==> src/rtl/serial_addsub_if.sv <==
// Operand/result bundle for the serial adder-subtractor.
// Master side issues start with operands and watches busy/done/result.
// Slave side is the arithmetic engine itself.
interface serial_addsub_if #(
   parameter int WIDTH = 8
);
   logic             start;
   logic             sub;
   logic             cin;
   logic [WIDTH-1:0] x;
   logic [WIDTH-1:0] y;
   logic             busy;
   logic             done;
   logic [WIDTH-1:0] s;
   logic             co;
   logic             ovf;

   modport master (
      output start, sub, cin, x, y,
      input  busy, done, s, co, ovf
   );

   modport slave (
      input  start, sub, cin, x, y,
      output busy, done, s, co, ovf
   );
endinterface

==> src/rtl/serial_addsub.sv <==
// Digit-serial add/subtract: DIGIT bits per cycle, LSB digit first, carry registered between digits.
// Latency: start accepted at edge k, done pulses in the cycle after edge k+WIDTH/DIGIT.
// No backpressure: start is ignored while busy; a start during the done cycle chains straight into a new run.
module serial_addsub #(
   parameter int WIDTH = 8,
   parameter int DIGIT = 1
) (
   input  logic          clk,
   input  logic          rst,
   serial_addsub_if.slave bus
);

   localparam int N  = WIDTH / DIGIT;
   localparam int CW = (N > 1) ? $clog2(N) : 1;
   localparam logic [CW-1:0] LAST = CW'(N - 1);

   typedef enum logic [1:0] {
      IDLE = 2'd0,
      RUN  = 2'd1,
      DONE = 2'd2
   } state_t;

   state_t           state;
   state_t           state_nxt;
   logic             load;
   logic             step;
   logic             last;
   logic [CW-1:0]    cnt;
   int               base;

   // Latched operands; b_reg already holds ~y for subtract so the adder never sees the mode.
   logic [WIDTH-1:0] a_reg;
   logic [WIDTH-1:0] b_reg;
   logic             carry;

   // Partial sum accumulates digit by digit; the visible result only changes at completion.
   logic [WIDTH-1:0] part;
   logic [WIDTH-1:0] part_nxt;
   logic [WIDTH-1:0] s_reg;
   logic             co_reg;
   logic             ovf_reg;

   logic [DIGIT-1:0] a_dig;
   logic [DIGIT-1:0] b_dig;
   logic [DIGIT-1:0] d_sum;
   logic [DIGIT:0]   c;

   assign last = (cnt == LAST);

   // State register; reset drops straight back to IDLE, aborting any run.
   always_ff @(posedge clk or posedge rst) begin
      if (rst) begin
         state <= IDLE;
      end else begin
         state <= state_nxt;
      end
   end

   // Next-state and control strobes; DONE can accept a new request for back-to-back operation.
   always_comb begin
      state_nxt = state;
      load      = 1'b0;
      step      = 1'b0;
      case (state)
         IDLE: begin
            if (bus.start) begin
               load      = 1'b1;
               state_nxt = RUN;
            end
         end
         RUN: begin
            step = 1'b1;
            if (last) begin
               state_nxt = DONE;
            end
         end
         DONE: begin
            if (bus.start) begin
               load      = 1'b1;
               state_nxt = RUN;
            end else begin
               state_nxt = IDLE;
            end
         end
         default: begin
            state_nxt = IDLE;
         end
      endcase
   end

   // One digit of ripple addition, selected by the digit counter, merged into the partial sum.
   always_comb begin
      base  = int'(cnt) * DIGIT;
      a_dig = a_reg[base +: DIGIT];
      b_dig = b_reg[base +: DIGIT];
      c     = '0;
      d_sum = '0;
      c[0]  = carry;
      for (int i = 0; i < DIGIT; i++) begin
         d_sum[i] = a_dig[i] ^ b_dig[i] ^ c[i];
         c[i+1]   = (a_dig[i] & b_dig[i]) | (a_dig[i] & c[i]) | (b_dig[i] & c[i]);
      end
      part_nxt             = part;
      part_nxt[base +: DIGIT] = d_sum;
   end

   // Operand latch, digit sequencing and result capture on the final digit.
   always_ff @(posedge clk or posedge rst) begin
      if (rst) begin
         a_reg   <= '0;
         b_reg   <= '0;
         carry   <= 1'b0;
         cnt     <= '0;
         part    <= '0;
         s_reg   <= '0;
         co_reg  <= 1'b0;
         ovf_reg <= 1'b0;
      end else if (load) begin
         a_reg <= bus.x;
         b_reg <= bus.sub ? ~bus.y : bus.y;
         carry <= bus.sub ? ~bus.cin : bus.cin;
         cnt   <= '0;
         part  <= '0;
      end else if (step) begin
         carry <= c[DIGIT];
         part  <= part_nxt;
         if (last) begin
            // Carry into the MSB is c[DIGIT-1] of the top digit; XOR with carry out gives signed overflow.
            s_reg   <= part_nxt;
            co_reg  <= c[DIGIT];
            ovf_reg <= c[DIGIT] ^ c[DIGIT-1];
         end else begin
            cnt <= cnt + CW'(1);
         end
      end
   end

   assign bus.busy = (state == RUN);
   assign bus.done = (state == DONE);
   assign bus.s    = s_reg;
   assign bus.co   = co_reg;
   assign bus.ovf  = ovf_reg;

   // Busy and done are mutually exclusive by construction of the state encoding.
   a_busy_done: assert property (@(posedge clk) disable iff (rst) !(bus.busy && bus.done));

   // The digit counter must stay within the operand during a run.
   a_cnt_range: assert property (@(posedge clk) disable iff (rst) cnt <= LAST);

endmodule

==> src/flat_wrapper.sv <==
// flat-port wrapper written by rule: the top's interface ports become plain ports
module serial_addsub_flat 
#(
   parameter int WIDTH = 8,
   parameter int DIGIT = 1
)
  (clk, rst, bus_start, bus_sub, bus_cin, bus_x, bus_y, bus_busy, bus_done, bus_s, bus_co, bus_ovf);
  serial_addsub_if #(.WIDTH(WIDTH)) bus_i ();
  input  logic clk;
  input  logic rst;
  input wire logic [$bits(bus_i.start)-1:0] bus_start;
  input wire logic [$bits(bus_i.sub)-1:0] bus_sub;
  input wire logic [$bits(bus_i.cin)-1:0] bus_cin;
  input wire logic [$bits(bus_i.x)-1:0] bus_x;
  input wire logic [$bits(bus_i.y)-1:0] bus_y;
  output wire logic [$bits(bus_i.busy)-1:0] bus_busy;
  output wire logic [$bits(bus_i.done)-1:0] bus_done;
  output wire logic [$bits(bus_i.s)-1:0] bus_s;
  output wire logic [$bits(bus_i.co)-1:0] bus_co;
  output wire logic [$bits(bus_i.ovf)-1:0] bus_ovf;
  assign bus_i.start = bus_start;
  assign bus_i.sub = bus_sub;
  assign bus_i.cin = bus_cin;
  assign bus_i.x = bus_x;
  assign bus_i.y = bus_y;
  assign bus_busy = bus_i.busy;
  assign bus_done = bus_i.done;
  assign bus_s = bus_i.s;
  assign bus_co = bus_i.co;
  assign bus_ovf = bus_i.ovf;
  serial_addsub #(.WIDTH(WIDTH), .DIGIT(DIGIT)) u_core (.clk(clk), .rst(rst), .bus(bus_i));
endmodule
==> config.mk <==
export PLATFORM = sky130hd
export DESIGN_NAME = serial_addsub_flat
export DESIGN_NICKNAME = d
export VERILOG_FILES = /design/src/rtl/serial_addsub_if.sv /design/src/rtl/serial_addsub.sv /design/src/flat_wrapper.sv
export SDC_FILE = /design/constraint.sdc
export NUM_CORES = 1
export LEC_CHECK = 0
export CAP_MARGIN = 25
export CORE_UTILIZATION = 40
export DETAILED_ROUTE_END_ITERATION = 12
export SLEW_MARGIN = 40
export SYNTH_ARGS = -nofsm -noshare
export SYNTH_HDL_FRONTEND = slang
export SYNTH_SLANG_ARGS = --single-unit
==> constraint.sdc <==
create_clock -name clk -period 2.85 [get_ports clk]
set_input_delay 0.285 -clock clk [delete_from_list [all_inputs] [get_ports clk]]
set_output_delay 0.285 -clock clk [all_outputs]
set_load 0.1 [all_outputs]
==> results of run 1 <==
==> kinds of logic (layout without fill, tap and decap cells) <==
| kind of cell | after synthesis | after routing | synth area share [%] |
|---|---|---|---|
| flops | 40 | 40 | 46.51 |
| simple gates | 85 | 85 | 19.94 |
| mux | 7 | 7 | 5.582 |
| compound gates | 45 | 45 | 13.43 |
| buf+inv | 22 | 59 | 5.058 |
| xor+xnor | 11 | 11 | 4.477 |
| fa+ha+maj | 8 | 8 | 5.000 |
==> layer usage <==
metal  part of all wire (%)  GRT usage [%]
met1                     48          24.62
met2                     47          28.08
met3                    3.1          3.175
met4                    1.3          7.407
met5                      0              0
==> critical path: cells and delay by family (launching register included) <==
family,cells,cell delay [ns]
flip-flops,1,0.45
multiplexers,2,0.69
AND/OR/NAND/NOR,3,1.07
adder cells (fa/ha/maj),1,0.45
==> per-stage QoR <==
stage,TNS (ns),std cells
finish,0,325
global route,0,325
CTS,0,324
detailed placement,-0.05369,317
global placement,0,317
floorplan,-0.01749,218
==> power groups by stage <==
stage | sequential (mW) | combinational [mW] | clock, mW
floorplan | 1.39 | 1.04 | 0
global placement | 0.998 | 1.89 | 0
detailed placement | 1.01 | 1.90 | 0
CTS | 0.995 | 1.92 | 0.366
global route | 1.03 | 2.16 | 0.390
finish | 0.990 | 1.97 | 0.354
==> repair_timing <==
| item | CTS | global route |
|---|---|---|
| resized for setup | 2 | 3 |
| setup buffers | 0 | 1 |
| setup endpoints to repair | 2 | 3 |
| pin swaps | 0 | 0 |
==> cell usage in the layout (no fill, tap or decap), types with 2 or more instances in the layout <==
master | synthesis | final
o21ai_0 | 20 | 20
mux2i_1 | 3 | 2
mux4_2 | 4 | 4
buf_4 | 0 | 22
a21oi_1 | 2 | 2
clkdlybuf4s50_1 | 0 | 20
clkbuf_8 | 1 | 5
o311ai_0 | 5 | 5
a31oi_1 | 3 | 3
or3_1 | 3 | 3
nand2_1 | 43 | 43
o31ai_1 | 2 | 2
nand2b_1 | 5 | 4
xnor2_1 | 10 | 10
dfrtp_1 | 40 | 39
ha_1 | 7 | 7
inv_1 | 10 | 10
nand3_1 | 9 | 9
o211ai_1 | 9 | 9
nor2_1 | 6 | 6
nand3b_1 | 4 | 4
or4_1 | 3 | 3
nor2b_1 | 2 | 2
==> path summary, 6_finish.rpt <==
path / slack (ns) / depth (start not counted) / startpoint / end
setup reg to reg: 0.11 / 6 / u_core.cnt[0] / u_core.bus.s[2]
hold reg to reg: 0.48 / 2 / u_core.a_reg[3] / u_core.a_reg[3]
hold / removal: 0.42 / 3 / rst / u_core.a_reg[3]
setup / recovery: 0.11 / 6 / u_core.cnt[0] / u_core.bus.s[2]
max in group asynchronous: 2.08 / 3 / rst / u_core.cnt[0]
min in group clk: 0.48 / 2 / u_core.a_reg[3] / u_core.a_reg[3]
==> cell type report <==
cell class | count | area (um^2)
Inverter | 10 | 37.54
Timing Repair Buffer | 42 | 365.4
Clock inverter | 1 | 5.005
Multi-Input combinational cell | 156 | 1070
Tap cell | 70 | 87.58
Clock buffer | 6 | 72.57
Fill cell | 510 | 2500
Sequential cell | 40 | 1002
==> impl_metrics.yaml, run 1 <==
die:
  num_io_pins: 33
  die_w_um: 75.35
  rows: 26
  core-area_mm2: 0.005140
  start_util_pct: 41.87
  fp.dieH_um: 75.35
  die-area_mm2: 0.005678
placement:
  hpwl_mm: 3.053
  gp_congestion: 0.7518
  pre_cts_ws_ns: -0.03644
  place_area_mm2: 0.002526
  io_buffers: 32
yosys:
  yosys_warnings: 0
  ys_seq_elements: 40
  synth_top_cells_by_area: "dfrtp_1, nand2_1, o21ai_0, mux4_2, ha_1"
  synth-async-reset-ratio_pct: 100.0
  synth_commonest_cells: "nand2_1, dfrtp_1, o21ai_0"
  synth.largest_area_cell: "dfrtp_1"
  syn-num-nets: 247
  avgSynthCellArea_um2: 9.872
  syn-cell-area_mm2: 0.002152
  ys_types: 38
  synth_edf_count: 0
  synth_top_area_share_pct: 46.51
  synth_ff_type: "dfrtp_1"
  synth_most_common_cell: "nand2_1"
  synth-seq-area-share_pct: 46.51
  synthCells: 218
run_status:
  status: "finished, final reports clean"
global_routing:
  grt_remaining_overflow: 0
  grt_use_total_pct: 17.91
  grt_pass1_wl_mm: 7.562
  grt_pass1_vias: 1598
  grt_max_degree: 41
  antenna_found_initial: 0
setup_path:
  cpPeakStageDelay_ns: 0.51
  path_class: "reg2reg"
  end_kind: "flip-flop"
  startpoint_type: "flip-flop"
  crit_chain: "mux4_2, mux2i_1, fa_1, or4b_4, or4_1, nand3_1"
  worstPathMaxFanout: 6
  cp.arrival_ns: 2.96
  slowest_stage: "mux4_2"
  critical_path_required_ns: 3.07
drt:
  drt_first_pass_iters: 4
  drc: 0
  ant_nets: 0
  vias: 1670
  wirelength_mm: 4.305
  drt_iter0_markers: 70
  routed_via_density: 5.138
  wire_per_inst_um: 13.25
sta:
  hold_ws_ns: 0.4152
  clock.fmax_mhz: 365.5
  setup_violations: 0
  hold_viol: 0
  worstMarginPinSlew_ns: 0.8869
  slew_headroom_pct: 40.42
  fin_crit_sh_pct: 95.99
  fin_skew_ns: 0.003306
  worst_slack_ns: 0.1142
  period_needed_ns: 2.736
  rsz0062_at_grt: "false"
  maxSlewViolCount: 0
clocking:
  cts_buffer_depth: 2
  cts_sinks: 40
  root_buffer: "clkbuf_8"
  cts-hold-fix-buffers: 0
  cts_buffers: 5
  clk_pin_slew_ns: 0.07
  htreeDepth: 2
  cts_tree: "done"
  clock_latency_ns: 0.29
layout:
  diodes: 0
  utilization_pct: 51.36
  drive_above_1_share_pct: 16.08
  final_area_mm2: 0.002640
  area.growth.synth_to_final_pct: 22.67
  nets: 284
pwr:
  clkPwrFrac_pct: 10.7
  power_density_mw_per_mm2: 1255
  leakagePower_nw: 1.152
  swShare_pct: 49.14
  p_total_mw: 3.313
  p_sw_mw: 1.628
  p_int_mw: 1.685
  peakVddDrop_mv: 0.5094
  combPwrFrac_pct: 59.4
  seqPwrFrac_pct: 29.9
flow_run:
  drv_cap: 0
worst_hold_path:
  worstHoldPathType: "in2async"
No activity file was read; power rests on OpenSTA's default activity.
==> run 2, diff against run 1 <==
PLACE_DENSITY_LB_ADDON = 0.15   (was default)
==> impl_metrics.yaml, run 2 (synthesized netlist as in run 1, its figures left out) <==
global_routing:
  grt_pass1_vias: 1573
  antenna_found_initial: 0
  grt_busiest_layer: "met2"
  met1_usage_pct: 23.52
  use_met2_pct: 28.57
  grt_use_total_pct: 17.75
  grt_max_degree: 41
  grt_remaining_overflow: 0
  grt_pass1_wl_mm: 7.424
  gr-usage-met3_pct: 4.365
placement:
  place_area_mm2: 0.002519
  io_buffers: 32
  gp_congestion: 0.7358
  hpwl_mm: 3.024
setup_path:
  r2r-start: "u_core.cnt[0]"
  cp.arrival_ns: 3.00
  slowest_stage: "mux4_2"
  crit_chain: "mux4_2, mux2i_2, fa_1, or4b_4, or4_1, nand3_1"
  cpPeakStageDelay_ns: 0.53
  path_class: "reg2reg"
  worstPathMaxFanout: 6
  critPathLaunch: "u_core.cnt[0]"
  end_kind: "flip-flop"
  startpoint_type: "flip-flop"
  critical_path_required_ns: 3.08
layout:
  final_common_cell: "nand2_1"
  diodes: 0
  n_fill_cell: 499
  final_area_mm2: 0.002663
  layout_common_cells: "nand2_1, dfrtp_1, buf_4, o21ai_0, clkdlybuf4s50_1"
  drive_above_1_share_pct: 15.69
  nets: 283
  area.growth.synth_to_final_pct: 23.72
clocking:
  cts_sinks: 40
  cts_buffer_depth: 2
  clock_latency_ns: 0.30
  cts_buffers: 5
  htreeDepth: 2
  root_buffer: "clkbuf_8"
  cts_tree: "done"
  clk_pin_slew_ns: 0.08
run_status:
  status: "finished, final reports clean"
sta:
  period_needed_ns: 2.761
  setup_violations: 0
  maxSlewViolCount: 0
  slew_headroom_pct: 46.33
  clock.fmax_mhz: 362.1
  fin_crit_sh_pct: 96.89
  hold_viol: 0
  rsz0062_at_grt: "true"
  fin_skew_ns: 0.003407
  worstMarginPinSlew_ns: 0.7989
drt:
  drt_first_pass_iters: 4
  wirelength_mm: 4.234
  drc: 0
  vias: 1635
  drt_iter0_markers: 98
  routed_via_density: 5.031
  ant_nets: 0
  wire_per_inst_um: 13.03
flow_run:
  drv_cap: 0
die:
  fp.dieH_um: 75.35
  die-area_mm2: 0.005678
  die_w_um: 75.35
  core-area_mm2: 0.005140
  rows: 26
  num_io_pins: 33
  start_util_pct: 41.87
pwr:
  power_density_mw_per_mm2: 1287
  p_int_mw: 1.810
  p_sw_mw: 1.617
  combPwrFrac_pct: 56.1
  seqPwrFrac_pct: 28.9
  swShare_pct: 47.18
  p_total_mw: 3.428
  clkPwrFrac_pct: 14.9
  peakVddDrop_mv: 0.4368
  leakagePower_nw: 1.163
worst_hold_path:
  worstHoldPathType: "in2async"
[run 2: worst paths after layout]
check	to	depth (start not counted)	slack, ns
max	u_core.bus.s[2]	6	0.09
min	u_core.a_reg[5]	3	0.40
max reg2reg	u_core.bus.s[2]	6	0.09
min reg2reg	u_core.a_reg[1]	2	0.48
max in group asynchronous	u_core.cnt[0]	3	2.08
min in group clk	u_core.a_reg[1]	2	0.48
[run 2: cell type report]
class                           count  area, um^2  share of cell area [%]
Timing Repair Buffer               41       357.8                   13.44
Clock inverter                      1       30.03                   1.128
Clock buffer                        7       96.34                   3.618
Sequential cell                    40        1002                   37.64
Multi-Input combinational cell    156        1051                   39.47
Inverter                           10       37.54                   1.410
Tap cell                           70       87.58                   3.289
[run 2: routing by layer]
metal | vias up | routed length, um
met2 | 36 | 1986
met5 | - | 0
met4 | 0 | 66
li1 | 841 | -
met3 | 6 | 175
met1 | 752 | 2005
[run 2: what timing repair did]
action / in CTS / in global routing
setup endpoints to repair: 4 / 4
hold buffers: 0 / 0
gates resized for setup: 1 / 2
buffers inserted: 0 / 1
[run 2: stage by stage]
step / std cells / utilization [%] / TNS, ns / hold WS [ns] / setup WS, ns
global route: 325 / 51.80 / -0.08586 / 0.4780 / -0.04443
detailed placement: 316 / 49.00 / -0.02335 / 0.4648 / -0.01948
global placement: 316 / 49.00 / 0 / 0.4649 / 0.04062
floorplan: 218 / - / -0.01749 / 0.3904 / -0.01749
CTS: 324 / 51.48 / 0 / 0.4245 / 0.04736
finish: 325 / 51.80 / 0 / 0.4012 / 0.08864
[run 2: power groups by stage]
stage	clock [mW]	sequential, mW	combinational, mW
final	0.512	0.991	1.92
after global routing	0.553	1.03	2.12
after CTS	0.524	0.996	1.90
after detailed placement	0	1.01	1.89
after global placement	0	0.997	1.88
after floorplan	0	1.39	1.04
[run 2: worst max-delay path: cells and delay by family (launching register included)]
kind	cells	cell delay (ns)
multiplexers	2	0.72
flip-flops	1	0.45
adder cells (fa/ha/maj)	1	0.44
AND/OR/NAND/NOR	3	1.09
==> RTL edit 1: new RTL, config.mk and constraints of run 2 <==
`WIDTH` is set to 8 in 3 places; all go to 4.
--- a/src/rtl/serial_addsub_if.sv
+++ b/src/rtl/serial_addsub_if.sv
@@ -2,7 +2,7 @@
 // Master side issues start with operands and watches busy/done/result.
 // Slave side is the arithmetic engine itself.
 interface serial_addsub_if #(
-   parameter int WIDTH = 8
+   parameter int WIDTH = 4
 );
    logic             start;
    logic             sub;
--- a/src/rtl/serial_addsub.sv
+++ b/src/rtl/serial_addsub.sv
@@ -2,7 +2,7 @@
 // Latency: start accepted at edge k, done pulses in the cycle after edge k+WIDTH/DIGIT.
 // No backpressure: start is ignored while busy; a start during the done cycle chains straight into a new run.
 module serial_addsub #(
-   parameter int WIDTH = 8,
+   parameter int WIDTH = 4,
    parameter int DIGIT = 1
 ) (
    input  logic          clk,
--- a/src/flat_wrapper.sv
+++ b/src/flat_wrapper.sv
@@ -1,7 +1,7 @@
 // flat-port wrapper written by rule: the top's interface ports become plain ports
 module serial_addsub_flat 
 #(
-   parameter int WIDTH = 8,
+   parameter int WIDTH = 4,
    parameter int DIGIT = 1
 )
   (clk, rst, bus_start, bus_sub, bus_cin, bus_x, bus_y, bus_busy, bus_done, bus_s, bus_co, bus_ovf);
Interface: changed (resized bus_s, bus_x and bus_y); port bits go from 33 to 21. The function was not compared with the original's and may differ.
==> RTL edit 1 against run 2 <==
- worst setup slack better by 0.56 ns
- sequential cell count is 17 lower
- critical path type unchanged
- the run now ends with DRC left
- design area decreased by 47%
- die area is 43% lower
- first-iteration DRC count fell by 92%
- non-clock buffer count decreased by 21
- critical path depth did not move
- synthesized area shrank 44%
- routed wire length down 52%
Power is not shown: default switching activity piles up to over one toggle a cycle in this logic, so the estimate is an artifact.
==> RTL edit 1: results (changes against run 2) <==
| Metric | Value |
|---|---|
| Crit Reg-Reg Endpoint | `u_core.part[1] (was u_core.bus.s[2])` |
| DR iter-0 viols | `8 (was 98)` |
| First-pass GRT wire length | `3590 µm (was 7420 µm)` |
| Outcome | `finished, violations left (was finished clean)` |
| Vias per std cell | `4.98 (was 5.03)` |
| GRT Resource Usage Total | `14.6% (was 17.7%)` |
| Syn Nets | `132 (was 247)` |
| Fillers | `269 (was 499)` |
| # diodes | `0 (unchanged)` |
| Distinct cell type count of the synthesized netlist | `29 (was 38)` |
| Worst Skew | `0.00986 ns (was 0.00341 ns)` |
| Largest net degree at the start of global routing | `24 (was 41)` |
| Nets | `152 (was 283)` |
| CTS H-tree lvls | `1 (was 2)` |
| Vias in the first global route | `813 (was 1573)` |
| Gpl congestion | `0.769 (was 0.736)` |
| Postcts setup bufs | `0 (unchanged)` |
| Clock Tree Root | `clkbuf_4 (was clkbuf_8)` |
| Synth top area cells | `dfrtp_1, ha_1, nand2_1 (was dfrtp_1, nand2_1, o21ai_0)` |
| Failing checks | `DRC` |
| Buffers on Ports | `20 (was 32)` |
| Synth cell count leaders | `dfrtp_1, nand2_1, inv_1 (was nand2_1, dfrtp_1, o21ai_0)` |
| Post-detailed-routing wire length | `2040 µm (was 4230 µm)` |
| Worst-Skew Late Latency | `0.31 ns` |
| Inserted Clock Buffers | `3 (was 5)` |
| Placed Instance Area | `1390 µm² (was 2520 µm²)` |
| Clock Pin Slew Worst Setup and Hold Paths | `0.12 ns (was 0.08 ns)` |
| Worst-Margin Slew | `0.748 ns (was 0.799 ns)` |
| Hpwl dp | `1550 µm (was 3020 µm)` |
| Register area share after synthesis | `47.9% (was 46.5%)` |
| Pre-antenna DRT Iters | `8 (was 4)` |
| Worst-path maximum fanout | `8 (was 6)` |
| Fraction of layout cells with a size suffix above 1 | `12.2% (was 15.7%)` |
| Final hold slack | `0.287 ns (was 0.401 ns)` |
| R2R Setup Slk | `0.64 ns (was 0.09 ns)` |
| Residual DRC count | `2 (was 0)` |
| CP Data Arrival Time | `2.45 ns (was 3.00 ns)` |
| Post-CTS sizing | `0 (was 1)` |
RTL edit 1: cell types whose count changed after synthesis, moves of 5 or more:
cell and change:
o311ai_0 -5, dfrtp_1 -17, clkbuf_1 -8, nand2_1 -26
o211ai_1 -9, o21ai_0 -20, o21ai_1 +5, nand3_1 -8
RTL edit 1: worst max-delay path, cell delays in order, from the launching register on:
cell	delay, ns
dfrtp_1	0.55
mux4_2	0.54
inv_1	0.09
fa_1	0.44
nor2_1	0.19
nand4_1	0.16
o2bb2ai_1	0.18
RTL edit 1: layout make-up:
class | count | share of cell area [%]
clock buffers | 4 | 1.86
inverters | 8 | 2.13
multi-input cells | 76 | 39.7
flip-flops and latches | 23 | 40.8
well taps | 31 | 2.75
repair buffers | 20 | 12.8
RTL edit 1: per-stage QoR:
| step | worst slack, ns | instances | utilization [%] |
|---|---|---|---|
| after global placement | 0.723 | 158 | 49.4 |
| after CTS | 0.641 | 162 | 50.3 |
| after detailed placement | 0.652 | 158 | 49.4 |
| after floorplan | 0.813 | 112 | - |
| after global routing | 0.482 | 162 | 50.3 |
| final | 0.645 | 162 | 50.3 |
RTL edit 1: cell families (layout without fill, tap and decap cells):
| family | after synthesis | in the layout | share of synthesized area (%) |
|---|---|---|---|
| muxes | 8 | 8 | 8.84 |
| xor gates and xnor gates | 6 | 6 | 4.37 |
| adders and majority gates | 7 | 7 | 7.91 |
| DFF | 23 | 23 | 47.9 |
| buffers and inverters | 13 | 32 | 5.51 |
| AOI/OAI and AO/OA | 16 | 16 | 9.05 |
| and+or+nand+nor | 39 | 39 | 16.4 |
RTL edit 1: worst max path at each step:
stage	cells after the start	end	startpoint
2_1_floorplan	1	bus_done	u_core.state[0]
3_3_place_gp	6	u_core.bus.s[3]	u_core.cnt[0]
3_5_place_dp	6	u_core.part[1]	u_core.cnt[0]
4_1_cts	6	u_core.part[1]	u_core.cnt[0]
5_1_grt	6	u_core.part[1]	u_core.cnt[0]
6_report	6	u_core.part[1]	u_core.cnt[0]
RTL edit 1: per-layer routing:
| layer | track usage, % | wire length [µm] | vias up |
|---|---|---|---|
| met1 | 18.2 | 949 | 371 |
| met3 | 2.30 | 64 | 5 |
| met2 | 24.1 | 974 | 15 |
| met5 | 0 | 0 | - |
| met4 | 8.01 | 47 | 0 |
| li1 | - | - | 415 |
==> RTL edit 2: new RTL, flow settings as in run 2 <==
Without the edit above. Make the reset (`rst`) synchronous in 2 clocked blocks.
--- a/src/rtl/serial_addsub.sv
+++ b/src/rtl/serial_addsub.sv
@@ -48,7 +48,7 @@
    assign last = (cnt == LAST);
 
    // State register; reset drops straight back to IDLE, aborting any run.
-   always_ff @(posedge clk or posedge rst) begin
+   always_ff @(posedge clk) begin
       if (rst) begin
          state <= IDLE;
       end else begin
@@ -105,7 +105,7 @@
    end
 
    // Operand latch, digit sequencing and result capture on the final digit.
-   always_ff @(posedge clk or posedge rst) begin
+   always_ff @(posedge clk) begin
       if (rst) begin
          a_reg   <= '0;
          b_reg   <= '0;
Check against the original RTL: differs if rst is asserted again (counterexample within 4 cycles, from zero or initial values and one cycle with rst high); with rst held inactive, the same outputs for 10 cycles.
==> RTL edit 2 against run 2 <==
- die area decreased by 4.7%
- synthesized cell count is 3.2% higher
- critical path depth down 1
- global-route usage fell by 0.38 points
- routed wire length decreased by 1.6%
- clock skew rose by 0.0067 ns
- worst setup slack better by 0.16 ns
- highest routed layer unchanged
- design area fell by 8.5%
- synthesized area decreased by 4.8%
- sequential cell count unchanged
Power is not compared: it rests on default switching activity, and its combinational part moved more than twofold at a synthesized area within 25%.
==> RTL edit 2: results (changes against run 2) <==
| Metric | Value |
|---|---|
| Outcome | `finished clean (unchanged)` |
| Compound-Gate Fraction of Synth Area | `12.8% (was 13.4%)` |
| CP Data Arrival Time | `2.81 ns (was 3.00 ns)` |
| Worst-Skew Late Latency | `0.28 ns (was 0.30 ns)` |
| Vias in the first global route | `1524 (was 1573)` |
| Critical path's slowest cell | `fa_1 (was mux4_2)` |
| Adder-cell share of the synthesized area | `3.42% (was 5.00%)` |
| Worst-path maximum fanout | `10 (was 6)` |
| Post-detailed-routing wire length | `4170 µm (was 4230 µm)` |
| Initial Util | `42.5% (was 41.9%)` |
| First-pass GRT wire length | `7130 µm (was 7420 µm)` |
| Slew HR | `56.7% (was 46.3%)` |
| Synth cell count leaders | `dfxtp_1, nand2_1, nor2_1 (was nand2_1, dfrtp_1, o21ai_0)` |
| Distinct cell type count of the synthesized netlist | `43 (was 38)` |
| FFs w/ async S/R, synth | `0% (was 100%)` |
| Synth top area cells | `dfxtp_1, mux2i_1, a211oi_1 (was dfrtp_1, nand2_1, o21ai_0)` |
| Place WS | `0.254 ns (was -0.0195 ns)` |
| Post-CTS sizing | `0 (was 1)` |
| Reg2reg start | `u_core.cnt[0] (unchanged)` |
| Fillers | `496 (was 499)` |
| Fraction of layout cells with a size suffix above 1 | `12.4% (was 15.7%)` |
| Top_reg_cell synth | `dfxtp_1 (was dfrtp_1)` |
| Syn Nets | `251 (was 247)` |
| Vias per std cell | `5.12 (was 5.03)` |
| Hold Path Class | `reg -> reg (was in -> async)` |
| Path depth of the worst reg2reg path | `5 (was 6)` |
| Hpwl dp | `2970 µm (was 3020 µm)` |
| CP delay by family, top | `multiplexers (was simple AND/OR/NAND/NOR gates)` |
| CP endpoint | `u_core.part[3] (was u_core.bus.s[2])` |
| Fin cells | `316 (was 325)` |
-- RTL edit 2: cell count changes in the layout (fill, tap and decap cells not counted), moves of 5 or more --
cell	run 2	this run
a211oi_1	0	12
a21oi_1	2	10
buf_4	21	16
dfrtp_1	39	0
dfxtp_1	0	40
mux2i_1	2	11
nand2_1	43	21
nor2_1	6	19
o211ai_1	9	0
o21ai_0	20	3
o311ai_0	5	0
-- RTL edit 2: logic make-up after synthesis --
| family | Yosys count |
|---|---|
| XOR/XNOR | 11 |
| AO/OA/AOI/OAI | 39 |
| flip-flops | 40 |
| buffers and inverters | 28 |
| AND/OR/NAND/NOR | 87 |
| multiplexers | 15 |
| adder cells (fa/ha/maj) | 5 |
-- RTL edit 2: layout make-up --
class                      instances  area (µm²)  share of cell area [%]
inverter                           8        30.0                    1.23
sequential                        40         801                    32.9
timing repair buffer              36         320                    13.1
clock buffer                       8        90.1                    3.70
multi-input combinational        157        1110                    45.6
tap                               67        83.8                    3.44
-- RTL edit 2: stage by stage --
| step | power, mW | util (%) | cell area [µm²] |
|---|---|---|---|
| 2_1_floorplan | 0.750 | - | 2050 |
| 3_5_place_dp | 0.810 | 48.7 | 2350 |
| 5_1_grt | 1.24 | 50.6 | 2440 |
| 4_1_cts | 1.19 | 50.6 | 2440 |
| 6_report | 1.18 | 50.6 | 2440 |
| 3_3_place_gp | 0.809 | 48.7 | 2350 |
-- RTL edit 2: worst min path at each step --
| stage | from | end | slack, ns | cells after the start |
|---|---|---|---|---|
| 3_3_place_gp | u_core.a_reg[6] | u_core.a_reg[6] | 0.45 | 2 |
| 2_1_floorplan | bus_x[0] | u_core.a_reg[0] | 0.42 | 2 |
| 5_1_grt | u_core.a_reg[0] | u_core.a_reg[0] | 0.48 | 2 |
| 6_report | u_core.a_reg[6] | u_core.a_reg[6] | 0.45 | 2 |
| 3_5_place_dp | u_core.bus.ovf | u_core.bus.ovf | 0.45 | 2 |
| 4_1_cts | u_core.a_reg[6] | u_core.a_reg[6] | 0.46 | 2 |
-- RTL edit 2: power groups by stage --
stage / Sequential (mW) / Combinational [mW] / Clock (mW)
final: 0.597 / 0.199 / 0.382
after global routing: 0.601 / 0.222 / 0.422
after CTS: 0.597 / 0.200 / 0.394
after detailed placement: 0.610 / 0.199 / 0
after global placement: 0.611 / 0.198 / 0
after floorplan: 0.603 / 0.148 / 0
-- RTL edit 2: worst register-to-register path, stage by stage (launching register included) --
cell     delay (ns)
dfxtp_1        0.49
mux4_2         0.54
mux2i_1        0.19
fa_1           0.59
or4_4          0.59
mux2i_1        0.13
-- RTL edit 2: metal layers --
layer	vias to the layer above	global-route usage [%]	wire, µm
met5	-	0	0
li1	842	-	-
met4	0	3.85	21
met1	747	23.0	2040
met2	28	28.2	1960
met3	2	4.80	141
